==> src/rtl/alu_issue_wb.sv <==
// Sequencer around the 16-bit ALU: reads operands, issues one op, writes result and flags back.
// Latency: accept at edge N, alu_enable in the cycle after, wb_valid pulse two cycles after that.
// Backpressure: in_ready only in IDLE, so one instruction per 3 cycles; accepted work is never dropped.
module alu_issue_wb #(
   parameter int NREGS   = 8,
   parameter int NUM_OPS = 12,
   parameter int RZERO   = 1,
   localparam int RA     = $clog2(NREGS)
) (
   input  logic          clk,
   input  logic          reset,
   input  logic          in_valid,
   output logic          in_ready,
   input  logic [3:0]    in_op,
   input  logic [RA-1:0] in_rd,
   input  logic [RA-1:0] in_rs1,
   input  logic [RA-1:0] in_rs2,
   input  logic          in_imm_en,
   input  logic [15:0]   in_imm,
   output logic          alu_enable,
   output logic [15:0]   alu_a,
   output logic [15:0]   alu_b,
   output logic [3:0]    alu_op,
   input  logic [15:0]   alu_result,
   input  logic          alu_zero,
   input  logic          alu_carry,
   input  logic          alu_ovf,
   output logic          wb_valid,
   output logic [RA-1:0] wb_rd,
   output logic [15:0]   wb_data,
   output logic [2:0]    flags,
   output logic          err_illegal,
   input  logic [RA-1:0] dbg_addr,
   output logic [15:0]   dbg_data
);

   typedef enum logic [1:0] {
      S_IDLE    = 2'd0,
      S_ISSUE   = 2'd1,
      S_CAPTURE = 2'd2
   } state_t;

   state_t        state_q, state_d;
   logic [15:0]   regs_q [NREGS];
   logic [15:0]   alu_a_q, alu_b_q;
   logic [3:0]    alu_op_q;
   logic [RA-1:0] rd_q;
   logic          wb_valid_q;
   logic [RA-1:0] wb_rd_q;
   logic [15:0]   wb_data_q;
   logic [2:0]    flags_q;
   logic          err_q;

   logic          accept;
   logic          op_legal;
   logic [15:0]   rs1_val, rs2_val;
   logic          rd_write_en;

   assign in_ready = (state_q == S_IDLE) && !reset;
   assign accept   = in_valid && in_ready;
   assign op_legal = int'(in_op) < NUM_OPS;

   // r0 reads as zero when hardwired; writes to it are suppressed at capture time
   assign rs1_val     = ((RZERO != 0) && (in_rs1 == '0)) ? 16'h0000 : regs_q[in_rs1];
   assign rs2_val     = ((RZERO != 0) && (in_rs2 == '0)) ? 16'h0000 : regs_q[in_rs2];
   assign dbg_data    = ((RZERO != 0) && (dbg_addr == '0)) ? 16'h0000 : regs_q[dbg_addr];
   assign rd_write_en = !((RZERO != 0) && (rd_q == '0));

   assign alu_enable  = (state_q == S_ISSUE) && !reset;
   assign alu_a       = alu_a_q;
   assign alu_b       = alu_b_q;
   assign alu_op      = alu_op_q;
   assign wb_valid    = wb_valid_q;
   assign wb_rd       = wb_rd_q;
   assign wb_data     = wb_data_q;
   assign flags       = flags_q;
   assign err_illegal = err_q;

   // Sequencer state register
   always_ff @(posedge clk) begin
      if (reset) state_q <= S_IDLE;
      else       state_q <= state_d;
   end

   // Next state: illegal opcodes are absorbed in IDLE without touching the ALU
   always_comb begin
      state_d = state_q;
      case (state_q)
         S_IDLE:    if (accept && op_legal) state_d = S_ISSUE;
         S_ISSUE:   state_d = S_CAPTURE;
         S_CAPTURE: state_d = S_IDLE;
         default:   state_d = S_IDLE;
      endcase
   end

   // Operand latch at accept, result/flags writeback at the end of CAPTURE
   always_ff @(posedge clk) begin
      if (reset) begin
         for (int i = 0; i < NREGS; i++) regs_q[i] <= 16'h0000;
         alu_a_q    <= 16'h0000;
         alu_b_q    <= 16'h0000;
         alu_op_q   <= 4'h0;
         rd_q       <= '0;
         wb_valid_q <= 1'b0;
         wb_rd_q    <= '0;
         wb_data_q  <= 16'h0000;
         flags_q    <= 3'b000;
         err_q      <= 1'b0;
      end else begin
         wb_valid_q <= 1'b0;
         if (accept) begin
            alu_a_q  <= rs1_val;
            alu_b_q  <= in_imm_en ? in_imm : rs2_val;
            alu_op_q <= in_op;
            rd_q     <= in_rd;
            if (!op_legal) err_q <= 1'b1;
         end
         if (state_q == S_CAPTURE) begin
            if (rd_write_en) regs_q[rd_q] <= alu_result;
            flags_q    <= {alu_zero, alu_carry, alu_ovf};
            wb_valid_q <= 1'b1;
            wb_rd_q    <= rd_q;
            wb_data_q  <= alu_result;
         end
      end
   end

endmodule
==> config.mk <==
export PLATFORM = sky130hd
export DESIGN_NAME = alu_issue_wb
export DESIGN_NICKNAME = d
export VERILOG_FILES = /design/src/rtl/alu_issue_wb.sv
export SDC_FILE = /design/constraint.sdc
export NUM_CORES = 1
export LEC_CHECK = 0
export BUFFER_PORTS_ARGS = -buffer_cell sky130_fd_sc_hd__buf_2
export CORE_ASPECT_RATIO = 0.7
export CORE_MARGIN = 2
export CORE_UTILIZATION = 45
export CTS_BUF_LIST = sky130_fd_sc_hd__clkbuf_8 sky130_fd_sc_hd__clkbuf_16
export CTS_CLUSTER_SIZE = 12
export DETAILED_ROUTE_END_ITERATION = 10
export MAX_ROUTING_LAYER = met4
export PLACE_DENSITY = 0.65
export SETUP_SLACK_MARGIN = 0.1
export SYNTH_ARGS = -nofsm -noshare
export SYNTH_HDL_FRONTEND = slang
export SYNTH_SLANG_ARGS = --single-unit
export TNS_END_PERCENT = 20
==> constraint.sdc <==
create_clock -name clk -period 4 [get_ports clk]
set_input_delay 0.6 -clock clk [delete_from_list [all_inputs] [get_ports clk]]
set_output_delay 0.6 -clock clk [all_outputs]
set_load 0.02 [all_outputs]
After elaboration in Yosys (flattened, before gate mapping). Memory sizes are Yosys's and may differ from the RTL's. Cells that the tools add are included.

Register bits: 65. Bits in writable memories: 128. Output and inout bits: 78. Logic and storage cells: 44. Memories kept: 1.

Magnitude comparators: 1. Equality and inequality tests: 3. Muxes and demuxes: 16. Bitwise gates (word level): 1. Reduce and logical (&&, ||, !) cells: 12.

Memories: regs_q (depth 8, width 16, rd ports 3, clocked after memory_dff 0, wr ports 8, RTL line 44) `logic [15:0] regs_q [NREGS];`.

Operators with widths (number): 16-bit 2-to-1 mux (5); 16-bit OR reduction (1); 3-bit logical NOT (4); 1-bit 2-to-1 mux (8); 1-bit logical AND (4); 4-bit < comparator (second input constant) (1); 2-bit one-hot mux with 2 select lines (1); 3-bit 2-to-1 mux (1); 2-bit by 1-bit == test with 1-bit output (second input constant) (1); 2-bit == test (second input constant) (1); 2-bit logical NOT (1); 2-bit 2-to-1 mux (1); 2-bit by 1-bit inequality test with 1-bit output (second input constant) (1); 2-bit AND reduction (1); 1-bit logical NOT (1); 1-bit NOT (1).

Longest topological paths before layout.
Word-level depth: 7. Gate-level depth with buffers: 7. Depth with buffers taken out: 4.

Worst setup path before layout. No wires, ideal clock.

Path kind: input-to-output. Start: input port dbg_addr[0]. End: output port dbg_data[15]. Arrival: 1867 ps. Required time: 3400 ps. Path slack: 1533 ps. Stages: 5. Path buffers: 3. Cell sequence: buf_2 -> buf_2 -> clkbuf_1 -> a22oi_1 -> o21ai_0.

Word-level cells in the longest chain between the ends: 2. Elaborated cells on any way between the ends: 3. Classes of those cells: mux (1); reduce/logical (1); memory (1).

Ends and longest elaborated chain: start, declared (RTL line 33) `input logic [RA-1:0] dbg_addr,`; memory 8 x 16 bit / 3-bit logical NOT (equally long branches); 16-bit 2-to-1 mux * (RTL line 66) `assign dbg_data = ((RZERO != 0) && (dbg_addr == '0)) ? 16'h0000 : regs_q[dbg_addr];`; end, declared (RTL line 34) `output logic [15:0] dbg_data`.

Every way passes the cells marked *; elsewhere a longest branch is shown, timed or not.

Worst setup path after layout.
Start: input port dbg_addr[0]. End: output port dbg_data[5].

Same word-level chain as after synthesis.

==> results_dict.tcl <==
set metrics [dict create \
    post-route-util 0.522 \
    cp_max_fo 23 \
    cts_tree "built" \
    core_region_area_um2 20800 \
    arrival_ns 2.27 \
    pre_cts_ws_ns 1.11 \
    finalHoldViolCount 0 \
    critical_path.top_delay_family "buffers and inverters" \
    dr.pass1.iters 6 \
    syn_nets 873 \
    routabilityCongestion 0.936 \
    route.detailed.drc 0 \
    die_w_um 178 \
    period_minus_slack_ns 2.87 \
    routed_via_density 5.84 \
    path_class "in2out" \
    die_area_um2 22300 \
    p_leak_uw 0.00425 \
    cts_buffer_depth 2 \
    peakVddDrop_uv 269 \
    io_buffers 132 \
    max-slew-margin-rel 0.265 \
    grt_first_pass_wirelength_um 40900 \
    drv_cap 0 \
    root_buffer "clkbuf_16" \
    cts_resized 0 \
    fmax_mhz 348 \
    overflow 0 \
    cts.clk_slew.worst_paths_ns 0.07 \
    ys.flop_type "edfxtp_1" \
    wire_per_inst_um 22.4 \
    vias 7052 \
    grt_pass1_vias 6617 \
    synthDistinctLibCells 55 \
    ys_seq_area_frac 0.490 \
    cts_sinks 177 \
    slowest_delay_ns 0.51 \
    synthCells 818 \
    min_path_type "in2reg" \
    crit_path_cell_trace "buf_2, buf_4, mux4_2, inv_1, a21oi_1, buf_2" \
    track_usage 0.256 \
    setup_ws_ns 1.13 \
    powerDensity_nw_per_um2 401 \
    ant_nets 0 \
    num_io_pins 133 \
    syn_avg_cell_area_um2 11.6 \
    diodes 0 \
    start_util 0.458 \
    worst_slew_pin_slew_ns 1.10 \
    hpwl_um 18800 \
    initialDrtViolationCount 789 \
    holdBufCountCts 0 \
    cts_post_setup_buffers_inserted 0 \
    syn_area_um2 9520 \
    row_count 44 \
    clock_latency_ns 0.44 \
    crit_buf_inv 4 \
    whs_ns 0.386 \
    final_cell_count_no_fill 1207 \
    start_kind "input pin" \
    htree_levels 4 \
    setup_viol 0 \
    die_h_um 126 \
    cts_made_buffers 17 \
    antenna_found_initial 0 \
    synth_edf_count 112 \
    ys_async_sr_fraction 0 \
    slew_viol_final 0 \
    fin_crit_sh 0.717 \
    rsz0062_at_grt "no" \
    synth_area_leaders "edfxtp_1, dfxtp_1, mux4_2" \
    drt-total-wl_um 27100 \
    yosysWarnings 0 \
    synth_top_cell_by_area "edfxtp_1" \
    grt_max_degree 61 \
    setup_tns_ns 0 \
    status "finished clean" \
    place_inst 1175 \
    worstPathRequired_ns 3.40 \
    nets 973 \
    setup.worst_path.end_class "output port" \
    synth.top_cell.area_share 0.353 \
    yosys-top-cells-count "and2_1, edfxtp_1, nand2_1" \
    path_common_cell "buf_2" \
    slowest_stage "mux4_2" \
    syn_to_final_growth_pct 13.8 \
    ys_ff_latch 177 \
    skew_ns 0.00801 \
    drive_gt1_frac 0.304 \
]
-- stage by stage --
step                      instance area (um^2)  power (uW)
after floorplan                           9520        2490
after global placement                   10200        2680
after detailed placement                 10200        2690
after CTS                                10800        4350
after global routing                     10800        4490
final                                    10800        4340
-- power breakdown --
part | internal, uW | switching, uW
sequential | 2010 | 69.6
combinational | 221 | 352
clock | 942 | 739
-- placed cells by master (no fill, tap or decap), drive strengths merged, types with 6 or more instances in the layout --
cell type / n
a21oi: 73
nand2: 88
clkinv: 6
mux2i: 32
o22ai: 10
clkbuf: 19
inv: 22
mux2: 38
o21ai: 23
nor3: 12
edfxtp: 112
a221o: 15
nor2b: 7
mux4: 38
nor2: 11
a211oi: 12
a221oi: 21
dfxtp: 65
or2: 8
and2: 112
buf: 148
nand3: 15
nand2b: 16
-- worst paths after layout --
kind	start	end	slack, ns	cells past startpoint
max reg2reg	state_q[1]$_SDFFE_PP0P_	alu_b[11]$_SDFFE_PP0P_	1.46	4
min	in_op[3]	state_q[0]$_SDFFE_PP0P_	0.39	2
min reg2reg	alu_b[13]$_SDFFE_PP0P_	alu_b[13]$_SDFFE_PP0P_	0.45	2
max	dbg_addr[0]	dbg_data[5]	1.13	6
-- flip-flops by register name, indices dropped and copies added, names as in the netlist --
| register | flops |
|---|---|
| state_q | 2 |
| flags | 3 |
| wb_data | 16 |
| wb_rd | 3 |
| alu_a | 16 |
| alu_op | 4 |
| rd_q | 3 |
| alu_b | 16 |
| regs_q | 112 |
| wb_valid | 1 |
| err_illegal | 1 |
-- cell type report --
| type | instances | area (um^2) |
|---|---|---|
| fillers | 1801 | 9930 |
| flip-flops and latches | 177 | 4660 |
| multi-input cells | 557 | 4370 |
| repair buffers | 148 | 793 |
| clock buffers | 19 | 475 |
| well taps | 276 | 345 |
| clock inverters | 13 | 121 |
| inverters | 17 | 63.8 |
-- worst reg2reg max path, delay by kind of cell (launching register included) --
kind / cells / cell delay [ns]
compound gates: 1 / 0.33
simple gates: 3 / 1.61
flops: 1 / 0.49
-- logic make-up (layout without fill, tap and decap cells) --
family | Yosys count | after routing | synth area share
compound gates | 163 | 163 | 0.115
buf+inv | 84 | 197 | 0.0517
flops | 177 | 177 | 0.490
mux | 108 | 108 | 0.171
simple gates | 286 | 286 | 0.173
-- routing by layer --
layer,vias to the layer above,global-route usage,part of all wire,wire (um)
met2,415,0.323,0.39,10600
met4,0,0.0723,0.013,365
met5,-,-,0,0
li1,3222,-,-,-
met1,3381,0.395,0.48,12900
met3,34,0.0685,0.12,3190
Power figures use the tool's default switching activity.
